--- src/rtl/packet_snap_cutter_if.sv ---
// AXI4-Stream bundle used on both sides of packet_snap_cutter.
//   tdata  : payload, C_AXIS_DATA_WIDTH bits
//   tkeep  : byte enables, one per payload byte
//   tuser  : metadata (length in the low bits, one-hot source port above)
//   tvalid : beat valid
//   tready : beat accepted by the sink
//   tlast  : final beat of a packet
// master drives the stream; slave receives it and drives tready.
interface packet_snap_cutter_if #(
    parameter int C_AXIS_DATA_WIDTH  = 256,
    parameter int C_AXIS_TUSER_WIDTH = 128
);
    logic [C_AXIS_DATA_WIDTH-1:0]   tdata;
    logic [C_AXIS_DATA_WIDTH/8-1:0] tkeep;
    logic [C_AXIS_TUSER_WIDTH-1:0]  tuser;
    logic                           tvalid;
    logic                           tready;
    logic                           tlast;

    modport master (output tdata, tkeep, tuser, tvalid, tlast, input tready);
    modport slave  (input tdata, tkeep, tuser, tvalid, tlast, output tready);
endinterface

--- src/rtl/packet_snap_cutter.sv ---
// Truncates AXI4-Stream packets to a per-source-port snap length (bytes).
// The final kept beat gets a masked tkeep and a forced tlast, the tuser
// length field of the first beat is rewritten, and the remaining input
// beats are swallowed without backpressure.
// Ports:
//   axi_aclk, axi_reset : clock, asynchronous active-high reset
//   cut_en              : global truncation enable (sampled at first beat)
//   snap_len            : NUM_PORTS x LEN_WIDTH snap lengths, 0 = no cut
//   s_axis              : input stream (slave modport)
//   m_axis              : output stream (master modport), one register stage
//   trunc_count         : wrapping count of truncated packets
module packet_snap_cutter #(
    parameter int C_AXIS_DATA_WIDTH  = 256,
    parameter int C_AXIS_TUSER_WIDTH = 128,
    parameter int NUM_PORTS          = 8,
    parameter int SRC_PORT_POS       = 16,
    parameter int LEN_WIDTH          = 16
) (
    input  logic                           axi_aclk,
    input  logic                           axi_reset,
    input  logic                           cut_en,
    input  logic [NUM_PORTS*LEN_WIDTH-1:0] snap_len,
    packet_snap_cutter_if.slave            s_axis,
    packet_snap_cutter_if.master           m_axis,
    output logic [31:0]                    trunc_count
);
    localparam int B     = C_AXIS_DATA_WIDTH / 8;
    localparam int SHIFT = $clog2(B);
    localparam int PW    = (NUM_PORTS > 1) ? $clog2(NUM_PORTS) : 1;

    typedef enum logic [1:0] {SOP, PASS, DROP} state_t;

    state_t                         state;
    logic [C_AXIS_DATA_WIDTH-1:0]   tdata_q;
    logic [B-1:0]                   tkeep_q;
    logic [C_AXIS_TUSER_WIDTH-1:0]  tuser_q;
    logic                           tvalid_q;
    logic                           tlast_q;
    logic                           trunc_q;
    logic [LEN_WIDTH-1:0]           k_last_q;
    logic [LEN_WIDTH-1:0]           beat_k_q;
    logic [SHIFT-1:0]               rem_q;
    logic [31:0]                    count_q;

    // First-beat configuration decode, only meaningful in SOP.
    logic [PW-1:0]        port_idx;
    logic                 found;
    logic [LEN_WIDTH-1:0] snap_sel;
    logic [LEN_WIDTH-1:0] orig_len;
    logic [LEN_WIDTH-1:0] len_sel;
    logic [LEN_WIDTH-1:0] k_last;
    logic [SHIFT-1:0]     rem_now;
    logic                 trunc_now;
    logic                 in_ready;
    logic                 hs;

    always_comb begin
        port_idx = '0;
        found    = 1'b0;
        // Lowest set bit of the one-hot field wins; no bit set selects port 0.
        for (int unsigned i = 0; i < NUM_PORTS; i++) begin
            if (s_axis.tuser[SRC_PORT_POS + i] && !found) begin
                port_idx = PW'(i);
                found    = 1'b1;
            end
        end
    end

    assign snap_sel  = snap_len[port_idx*LEN_WIDTH +: LEN_WIDTH];
    assign orig_len  = s_axis.tuser[LEN_WIDTH-1:0];
    assign trunc_now = cut_en && (snap_sel != '0) && (snap_sel < orig_len);
    assign len_sel   = trunc_now ? snap_sel : orig_len;
    assign k_last    = (len_sel - LEN_WIDTH'(1)) >> SHIFT;
    assign rem_now   = len_sel[SHIFT-1:0];

    // DROP never stalls the source; otherwise accept only when the output
    // register is free or being drained this cycle.
    assign in_ready = (state == DROP) || !tvalid_q || m_axis.tready;
    assign hs       = s_axis.tvalid && in_ready;

    function automatic logic [B-1:0] tail_mask(input logic [SHIFT-1:0] r);
        if (r == '0)
            return '1;
        return (B'(1) << r) - B'(1);
    endfunction

    always_ff @(posedge axi_aclk or posedge axi_reset) begin
        if (axi_reset) begin
            state    <= SOP;
            tdata_q  <= '0;
            tkeep_q  <= '0;
            tuser_q  <= '0;
            tvalid_q <= 1'b0;
            tlast_q  <= 1'b0;
            trunc_q  <= 1'b0;
            k_last_q <= '0;
            beat_k_q <= '0;
            rem_q    <= '0;
            count_q  <= '0;
        end else begin
            if (m_axis.tready)
                tvalid_q <= 1'b0;
            case (state)
                SOP: begin
                    if (hs) begin
                        tvalid_q <= 1'b1;
                        tdata_q  <= s_axis.tdata;
                        tkeep_q  <= s_axis.tkeep;
                        tuser_q  <= {s_axis.tuser[C_AXIS_TUSER_WIDTH-1:LEN_WIDTH], len_sel};
                        tlast_q  <= s_axis.tlast;
                        trunc_q  <= trunc_now;
                        k_last_q <= k_last;
                        rem_q    <= rem_now;
                        beat_k_q <= LEN_WIDTH'(1);
                        if (trunc_now)
                            count_q <= count_q + 32'd1;
                        if (trunc_now && k_last == '0) begin
                            tlast_q <= 1'b1;
                            tkeep_q <= s_axis.tkeep & tail_mask(rem_now);
                        end
                        if (s_axis.tlast)
                            state <= SOP;
                        else if (trunc_now && k_last == '0)
                            state <= DROP;
                        else
                            state <= PASS;
                    end
                end
                PASS: begin
                    if (hs) begin
                        tvalid_q <= 1'b1;
                        tdata_q  <= s_axis.tdata;
                        tkeep_q  <= s_axis.tkeep;
                        tuser_q  <= s_axis.tuser;
                        tlast_q  <= s_axis.tlast;
                        beat_k_q <= beat_k_q + LEN_WIDTH'(1);
                        if (trunc_q && beat_k_q == k_last_q) begin
                            tlast_q <= 1'b1;
                            tkeep_q <= s_axis.tkeep & tail_mask(rem_q);
                            state   <= s_axis.tlast ? SOP : DROP;
                        end else if (s_axis.tlast) begin
                            state <= SOP;
                        end
                    end
                end
                DROP: begin
                    if (hs && s_axis.tlast)
                        state <= SOP;
                end
                default: state <= SOP;
            endcase
        end
    end

    assign s_axis.tready = in_ready;
    assign m_axis.tdata  = tdata_q;
    assign m_axis.tkeep  = tkeep_q;
    assign m_axis.tuser  = tuser_q;
    assign m_axis.tvalid = tvalid_q;
    assign m_axis.tlast  = tlast_q;
    assign trunc_count   = count_q;
endmodule

--- src/flat_wrapper.sv ---
// flat-port wrapper written by rule: the top's interface ports become plain ports
module packet_snap_cutter_flat 
#(
    parameter int C_AXIS_DATA_WIDTH  = 256,
    parameter int C_AXIS_TUSER_WIDTH = 128,
    parameter int NUM_PORTS          = 8,
    parameter int SRC_PORT_POS       = 16,
    parameter int LEN_WIDTH          = 16
)
  (axi_aclk, axi_reset, cut_en, snap_len, trunc_count, s_axis_tdata, s_axis_tkeep, s_axis_tuser, s_axis_tvalid, s_axis_tlast, s_axis_tready, m_axis_tdata, m_axis_tkeep, m_axis_tuser, m_axis_tvalid, m_axis_tlast, m_axis_tready);
  packet_snap_cutter_if #(.C_AXIS_DATA_WIDTH(C_AXIS_DATA_WIDTH), .C_AXIS_TUSER_WIDTH(C_AXIS_TUSER_WIDTH)) s_axis_i ();
  packet_snap_cutter_if #(.C_AXIS_DATA_WIDTH(C_AXIS_DATA_WIDTH), .C_AXIS_TUSER_WIDTH(C_AXIS_TUSER_WIDTH)) m_axis_i ();
  input  logic axi_aclk;
  input  logic axi_reset;
  input  logic cut_en;
  input  logic [NUM_PORTS*LEN_WIDTH-1:0] snap_len;
  output logic [31:0] trunc_count;
  input wire logic [$bits(s_axis_i.tdata)-1:0] s_axis_tdata;
  input wire logic [$bits(s_axis_i.tkeep)-1:0] s_axis_tkeep;
  input wire logic [$bits(s_axis_i.tuser)-1:0] s_axis_tuser;
  input wire logic [$bits(s_axis_i.tvalid)-1:0] s_axis_tvalid;
  input wire logic [$bits(s_axis_i.tlast)-1:0] s_axis_tlast;
  output wire logic [$bits(s_axis_i.tready)-1:0] s_axis_tready;
  output wire logic [$bits(m_axis_i.tdata)-1:0] m_axis_tdata;
  output wire logic [$bits(m_axis_i.tkeep)-1:0] m_axis_tkeep;
  output wire logic [$bits(m_axis_i.tuser)-1:0] m_axis_tuser;
  output wire logic [$bits(m_axis_i.tvalid)-1:0] m_axis_tvalid;
  output wire logic [$bits(m_axis_i.tlast)-1:0] m_axis_tlast;
  input wire logic [$bits(m_axis_i.tready)-1:0] m_axis_tready;
  assign s_axis_i.tdata = s_axis_tdata;
  assign s_axis_i.tkeep = s_axis_tkeep;
  assign s_axis_i.tuser = s_axis_tuser;
  assign s_axis_i.tvalid = s_axis_tvalid;
  assign s_axis_i.tlast = s_axis_tlast;
  assign s_axis_tready = s_axis_i.tready;
  assign m_axis_tdata = m_axis_i.tdata;
  assign m_axis_tkeep = m_axis_i.tkeep;
  assign m_axis_tuser = m_axis_i.tuser;
  assign m_axis_tvalid = m_axis_i.tvalid;
  assign m_axis_tlast = m_axis_i.tlast;
  assign m_axis_i.tready = m_axis_tready;
  packet_snap_cutter #(.C_AXIS_DATA_WIDTH(C_AXIS_DATA_WIDTH), .C_AXIS_TUSER_WIDTH(C_AXIS_TUSER_WIDTH), .NUM_PORTS(NUM_PORTS), .SRC_PORT_POS(SRC_PORT_POS), .LEN_WIDTH(LEN_WIDTH)) u_core (.axi_aclk(axi_aclk), .axi_reset(axi_reset), .cut_en(cut_en), .snap_len(snap_len), .s_axis(s_axis_i), .m_axis(m_axis_i), .trunc_count(trunc_count));
endmodule
--- config.mk ---
export PLATFORM = sky130hd
export DESIGN_NAME = packet_snap_cutter_flat
export DESIGN_NICKNAME = d
export VERILOG_FILES = /design/src/rtl/packet_snap_cutter_if.sv /design/src/rtl/packet_snap_cutter.sv /design/src/flat_wrapper.sv
export SDC_FILE = /design/constraint.sdc
export NUM_CORES = 1
export LEC_CHECK = 0
export CAP_MARGIN = 15
export CORE_AREA = 3 3 388 390
export CTS_CLUSTER_SIZE = 24
export DETAILED_ROUTE_END_ITERATION = 8
export DIE_AREA = 0 0 391 393
export DONT_BUFFER_PORTS = 1
export GPL_TIMING_DRIVEN = 0
export HOLD_SLACK_MARGIN = 0.06
export SLEW_MARGIN = 20
export SYNTH_ARGS = -nofsm -noshare
export SYNTH_HDL_FRONTEND = slang
export SYNTH_SLANG_ARGS = --single-unit
--- constraint.sdc ---
create_clock -name axi_aclk -period 27 [get_ports axi_aclk]
set_input_delay 4.05 -clock axi_aclk [delete_from_list [all_inputs] [get_ports axi_aclk]]
set_output_delay 4.05 -clock axi_aclk [all_outputs]
set_load 0.1 [all_outputs]
; ---- After elaboration in Yosys (flattened, before gate mapping)
; Cells that the tools add are included.
[classes]
n_reduce_logical = 35
n_eq_ne = 7
n_shift = 3
add_sub_neg = 5
bitwise_logic = 2
muxes = 61
magnitude_cmp = 1
[ops]
columns = operator, n
row1 = 2-to-1 mux 32 bit, 14
row2 = 2-to-1 mux 128 bit, 2
row3 = case mux 128 bit (2 select lines), 1
row4 = variable part select 128 x 8 -> 16 bit, 1
row5 = AND 32 bit, 2
row6 = case mux 32 bit (2 select lines), 1
row7 = "<< shifter 1 x 5 -> 32 bit, first input constant", 2
row8 = "subtractor 32 x 2 -> 32 bit, second input constant", 2
row9 = 2-to-1 mux 16 bit, 3
row10 = "adder 32 x 1 -> 32 bit, second input constant", 1
row11 = case mux 16 bit (2 select lines), 1
row12 = 2-to-1 mux 1 bit, 23
row13 = 2-to-1 mux 3 bit, 6
row14 = "adder 16 x 1 -> 16 bit, second input constant", 1
row15 = == test 16 x 11 -> 1 bit, 1
row16 = zero test 16 bit, 1
row17 = < comparator 16 bit, 1
row18 = 2-to-1 mux 2 bit, 8
row19 = nonzero test 16 bit, 1
row20 = "subtractor 16 x 1 -> 16 bit, second input constant", 1
row21 = logical AND 1 bit, 13
row22 = zero test 5 bit, 2
row23 = zero test 1 bit, 8
row24 = case mux 2 bit (3 select lines), 1
row25 = other kinds (13), 17
[word_totals]
input_bits = 550
ff_bits = 485
output_inout_bits = 451

; ---- Longest topological paths before layout
[logic_depth]
word_depth = 41
depth_mapped = 31
depth_no_buf = 25

; ---- Worst setup path after synthesis
; OpenSTA, ideal clock, no wires.
[synth_timing]
path_type = input to register
from = input port s_axis_tuser[17]
to = register u_core.tkeep_q[28], in the netlist u_core.m_axis.tkeep[28]
path_stages = 26
required_time_ps = 26917
t_arrival_ps = 9825
path_buffers = 5
slack_ps = 17093
path_cell_list = buf_6 -> or4_1 -> o22ai_1 -> buf_2 -> mux4_2 -> o21ai_0 -> inv_1 -> ha_1 -> a21o_1 -> a21oi_1 -> nor2b_1 -> or4b_2 -> a21oi_1 -> o21a_1 -> clkbuf_1 -> o41ai_1 -> buf_2 -> buf_2 -> o31a_1 -> nor2_1 -> nand2_1 -> ha_1 -> a211oi_1 -> a21oi_1 -> o41a_1 -> o21ai_0
[synth_between]
elab_chain_cells = 38
word_cells_on_any_way = 50
[synth_rtl]
columns = element, line_no
row1 = "start, declared", flat_wrapper.sv:20  ; input wire logic [$bits(s_axis_i.tuser)-1:0] s_axis_tuser;
row2 = logical AND 1 bit (*), packet_snap_cutter.sv:62  ; if (s_axis.tuser[SRC_PORT_POS + i] && !found) begin
row3 = 2-to-1 mux 1 bit, packet_snap_cutter.sv:62
row4 = zero test 1 bit, packet_snap_cutter.sv:62
row5 = logical AND 1 bit, packet_snap_cutter.sv:62
row6 = 2-to-1 mux 1 bit, packet_snap_cutter.sv:62
row7 = zero test 1 bit, packet_snap_cutter.sv:62
row8 = logical AND 1 bit, packet_snap_cutter.sv:62
row9 = 2-to-1 mux 1 bit, packet_snap_cutter.sv:62
row10 = [... 9 more ...], n/a
row11 = zero test 1 bit, packet_snap_cutter.sv:62
row12 = logical AND 1 bit, packet_snap_cutter.sv:62
row13 = 2-to-1 mux 3 bit (*), packet_snap_cutter.sv:62
row14 = variable part select 128 x 8 -> 16 bit (*), packet_snap_cutter.sv:69  ; assign snap_sel = snap_len[port_idx*LEN_WIDTH +: LEN_WIDTH];
row15 = "parallel branches: the longest is 14 deep, another holds subtractor 32 x 2 -> 32 bit", n/a
row16 = 2-to-1 mux 32 bit (*), packet_snap_cutter.sv:117  ; if (trunc_now && k_last == '0) begin
row17 = 2-to-1 mux 32 bit (*), packet_snap_cutter.sv:105  ; if (hs) begin
row18 = case mux 32 bit (2 select lines) (*), packet_snap_cutter.sv:103  ; case (state)
row19 = "end signal, assigned", packet_snap_cutter.sv:108  ; tkeep_q <= s_axis.tkeep;
row20 = "end signal, assigned", packet_snap_cutter.sv:119  ; tkeep_q <= s_axis.tkeep & tail_mask(rem_now);
row21 = "end signal, assigned", packet_snap_cutter.sv:133  ; tkeep_q <= s_axis.tkeep;
row22 = "end, declared", packet_snap_cutter.sv:35  ; logic [B-1:0] tkeep_q;
; Mark *: on every way between the ends. The select of a mux whose other input is x is not followed.
; A chain may end at the register's enable or synchronous reset.

; ---- Final worst setup path
[layout_timing]
from = input port s_axis_tuser[22]
to = register u_core.tkeep_q[22], in the netlist u_core.m_axis.tkeep[22]
[layout_between]
elab_chain_cells = 23
word_cells_on_any_way = 30
[layout_rtl]
columns = element, line_no
row1 = logical AND 1 bit (*), packet_snap_cutter.sv:62
row2 = 2-to-1 mux 1 bit, packet_snap_cutter.sv:62
row3 = zero test 1 bit, packet_snap_cutter.sv:62
row4 = logical AND 1 bit, packet_snap_cutter.sv:62
row5 = 2-to-1 mux 3 bit (*), packet_snap_cutter.sv:62
row6 = variable part select 128 x 8 -> 16 bit (*), packet_snap_cutter.sv:69
row7 = "parallel branches: the longest is 14 deep, another holds subtractor 32 x 2 -> 32 bit", n/a
row8 = 2-to-1 mux 32 bit (*), packet_snap_cutter.sv:117
row9 = 2-to-1 mux 32 bit (*), packet_snap_cutter.sv:105
row10 = case mux 32 bit (2 select lines) (*), packet_snap_cutter.sv:103
; Marked as above.

==> results.json <==
{
  "status": "finished clean",
  "path_clk_slew_ps": 60,
  "cts.repair.resized": 0,
  "avgViaCountPerCell": 4.37,
  "rows": 141,
  "post_dp_cell_area_um2": 25200,
  "cellPowerDensity_nw_per_um2": 171,
  "cp-start-kind": "input port",
  "core_um2": 147000,
  "synth.distinct_cells": 78,
  "cts-htree-levels": 2,
  "cts_setup_buffers": 0,
  "post_drt_wl_per_cell_um": 29.9,
  "ir_worst_vdd_uv": 91.9,
  "clockRootBuffer": "sky130_fd_sc_hd__clkbuf_16",
  "overflow": 0,
  "critPathRequiredTime_ps": 27550,
  "cts_buffer_depth": 3,
  "dpl.hpwl_um": 120000,
  "areaGrowthSynthToFinish_pct": 21.0,
  "finalCritPeriodShare_pct": 44.5,
  "yosys-top-cells-area": "sky130_fd_sc_hd__dfrtp_1, sky130_fd_sc_hd__nand2_1, sky130_fd_sc_hd__clkbuf_1",
  "final_area_um2": 27200,
  "grt_max_degree": 102,
  "static-leakage-power_nw": 12.5,
  "numClockSinks": 485,
  "place.port_buffers": 0,
  "die_area_um2": 154000,
  "synthFlopType": "sky130_fd_sc_hd__dfrtp_1",
  "ys_async_sr_fraction_pct": 100,
  "cap_violations": 0,
  "timing.setup.critical_path_class": "input port to register",
  "synth_largest_area_cell": "sky130_fd_sc_hd__dfrtp_1",
  "drt-pass1-iter-count": 6,
  "final_antenna_net_count": 0,
  "timing_limited_maximum_frequency_mhz": 83.3,
  "syn-mean-instance-area_um2": 8.50,
  "synth.top_cells.by_count": "sky130_fd_sc_hd__nand2_1, sky130_fd_sc_hd__dfrtp_1, sky130_fd_sc_hd__clkbuf_1, sky130_fd_sc_hd__a21oi_1, sky130_fd_sc_hd__o21ai_0",
  "number_of_antenna_violations_at_the_first_check_in_global_routing": 82,
  "syn-instance-count": 2647,
  "period_needed_ps": 12010,
  "initial_utilization_pct": 15.2,
  "yosysSeqAreaShare_pct": 54.0,
  "synth_most_common_cell": "sky130_fd_sc_hd__nand2_1",
  "tritoncts_clock_tree": "built",
  "grt_setup_unrepaired": "no",
  "dr_total_vias": 20700,
  "die_w_um": 391,
  "postRouteWirelength_um": 141000,
  "gpl.final_weighted_congestion": 0.985,
  "setup_viol": 0,
  "first_global_vias": 19600,
  "final-max-slew-violation-count": 0,
  "power_w": 0.00466,
  "post_route_cells_drive_above_1_share_pct": 6.92,
  "final_hold_violation_count": 0,
  "drt_iter0_drc": 1979,
  "post-route-drc-count": 0,
  "worstHoldPathType": "register to register",
  "critical_path.max_fanout": 11,
  "cts-hold-fix-buffers": 0,
  "syn_nets": 3216,
  "io_pins": 1001,
  "synth-edff-count": 0,
  "setup_tns_ps": 0,
  "yosysTopAreaCellShare_pct": 54.0,
  "clock-skew-final_ps": 19.6,
  "cts-buffers-inserted": 57,
  "insertion_delay_ps": 630,
  "cp-end-kind": "register",
  "design.final.nets": 3285,
  "grt_pass1_wl_um": 181000,
  "maxSlewHeadroom_pct": 15.2,
  "yosys_register_bits": 485,
  "grtUsageTotal_pct": 17.3,
  "worst_pin_slew_ps": 1270,
  "timing.critical_path.arrival_ps": 12560,
  "die_y_um": 393,
  "synth_area_um2": 22500,
  "ys_warn_count": 0
}
## layer usage
layer  global-route usage, %  vias to the layer above  routed length, um
met2                    26.8                     1235              63800
met5                   0.606                        -                115
li1                        -                     8882                  -
met3                    9.38                      278              19600
met1                    20.0                    10200              52100
met4                    6.78                       16               5620
## cells by family after synthesis
kind of cell	count (synthesis)	synth area share, %
flip-flops	485	54.0
multiplexers	33	1.79
buffers and inverters	189	3.29
AO/OA/AOI/OAI	380	10.8
adder cells (fa/ha/maj)	19	1.06
XOR/XNOR	59	2.30
AND/OR/NAND/NOR	1482	26.8
## final timing paths
kind	from	to	slack (ps)	cells after the start
max	s_axis_tuser[22]	u_core.m_axis.tkeep[22]	14990	27
min	u_core.trunc_q	u_core.trunc_q	490	2
max reg2reg	u_core.m_axis.tvalid	u_core.trunc_count[31]	22130	10
min reg2reg	u_core.trunc_q	u_core.trunc_q	490	2
max in group asynchronous	axi_reset	u_core.m_axis.tuser[109]	22020	4
min in group asynchronous	axi_reset	u_core.m_axis.tdata[181]	3270	1
## sequential cells by signal (all words and copies together), names as in the netlist
name / cells
u_core.m_axis.tvalid: 1
u_core.m_axis.tuser: 128
u_core.m_axis.tkeep: 32
u_core.m_axis.tdata: 256
u_core.trunc_q: 1
u_core.trunc_count: 32
u_core.k_last_q: 11
u_core.rem_q: 5
u_core.state: 2
u_core.beat_k_q: 16
u_core.m_axis.tlast: 1
## critical path, stage by stage
cell                        delay, ps
sky130_fd_sc_hd__nor2_1           930
sky130_fd_sc_hd__a2bb2oi_2        610
sky130_fd_sc_hd__clkbuf_1         730
sky130_fd_sc_hd__o21ai_0          230
sky130_fd_sc_hd__o22ai_1          620
sky130_fd_sc_hd__nand2_1          110
sky130_fd_sc_hd__nand2_1          280
sky130_fd_sc_hd__ha_1             310
sky130_fd_sc_hd__a21o_1           160
sky130_fd_sc_hd__a21oi_1          170
sky130_fd_sc_hd__nor2_1            80
sky130_fd_sc_hd__or4b_2           620
sky130_fd_sc_hd__a21oi_1          200
sky130_fd_sc_hd__o21a_1           150
sky130_fd_sc_hd__clkbuf_1         350
sky130_fd_sc_hd__o41ai_1          220
sky130_fd_sc_hd__buf_2            240
sky130_fd_sc_hd__buf_2            210
sky130_fd_sc_hd__o31a_1           410
sky130_fd_sc_hd__nor2_1           130
sky130_fd_sc_hd__nand2_1           70
sky130_fd_sc_hd__ha_1             280
sky130_fd_sc_hd__a211oi_1         460
sky130_fd_sc_hd__nand2b_1         230
sky130_fd_sc_hd__o41ai_1          340
sky130_fd_sc_hd__a21oi_1          140
sky130_fd_sc_hd__a21oi_1          190
## layout make-up
class                           count  area (um2)
Fill cell                       16500      120000
Sequential cell                   485       12200
Multi-Input combinational cell   1973        9640
Tap cell                         1930        2410
Clock buffer                       76        1580
Buffer                            153         612
Clock inverter                     29         375
Timing Repair Buffer               10         193
Inverter                           36         143
Antenna cell                       35        87.6
## through the flow
step	utilization [%]	setup WS, ps	hold slack (ps)	std cells
3_5_place_dp	17.1	14610	480	4587
4_1_cts	18.4	15310	490	4692
2_1_floorplan	-	9420	447	2647
6_report	18.5	14990	489	4727
3_3_place_gp	16.9	3170	468	4577
5_1_grt	18.4	14740	530	4713
## layout by cell type, fill, tap and decap left out, drive strengths merged, types with 11 or more instances in the layout
| cell type | n |
|---|---|
| nand4 | 18 |
| xor2 | 15 |
| a21oi | 94 |
| nand3 | 47 |
| o211ai | 13 |
| clkbuf | 214 |
| nand2 | 1238 |
| dfrtp | 485 |
| ha | 19 |
| nand2b | 16 |
| inv | 41 |
| buf | 25 |
| mux2i | 22 |
| nor2 | 68 |
| xnor2 | 44 |
| or3 | 11 |
| clkinv | 13 |
| nor3 | 18 |
| a211oi | 11 |
| o22ai | 22 |
| and3 | 12 |
| diode | 35 |
| o21ai | 110 |
| a21o | 19 |
## power by group
group	switching (W)	internal, W
registers	0.00217	0.000944
logic	0.000497	0.000222
clock network	0.000341	0.000480
total	0.00301	0.00165
(Power assumes the default switching activity.)
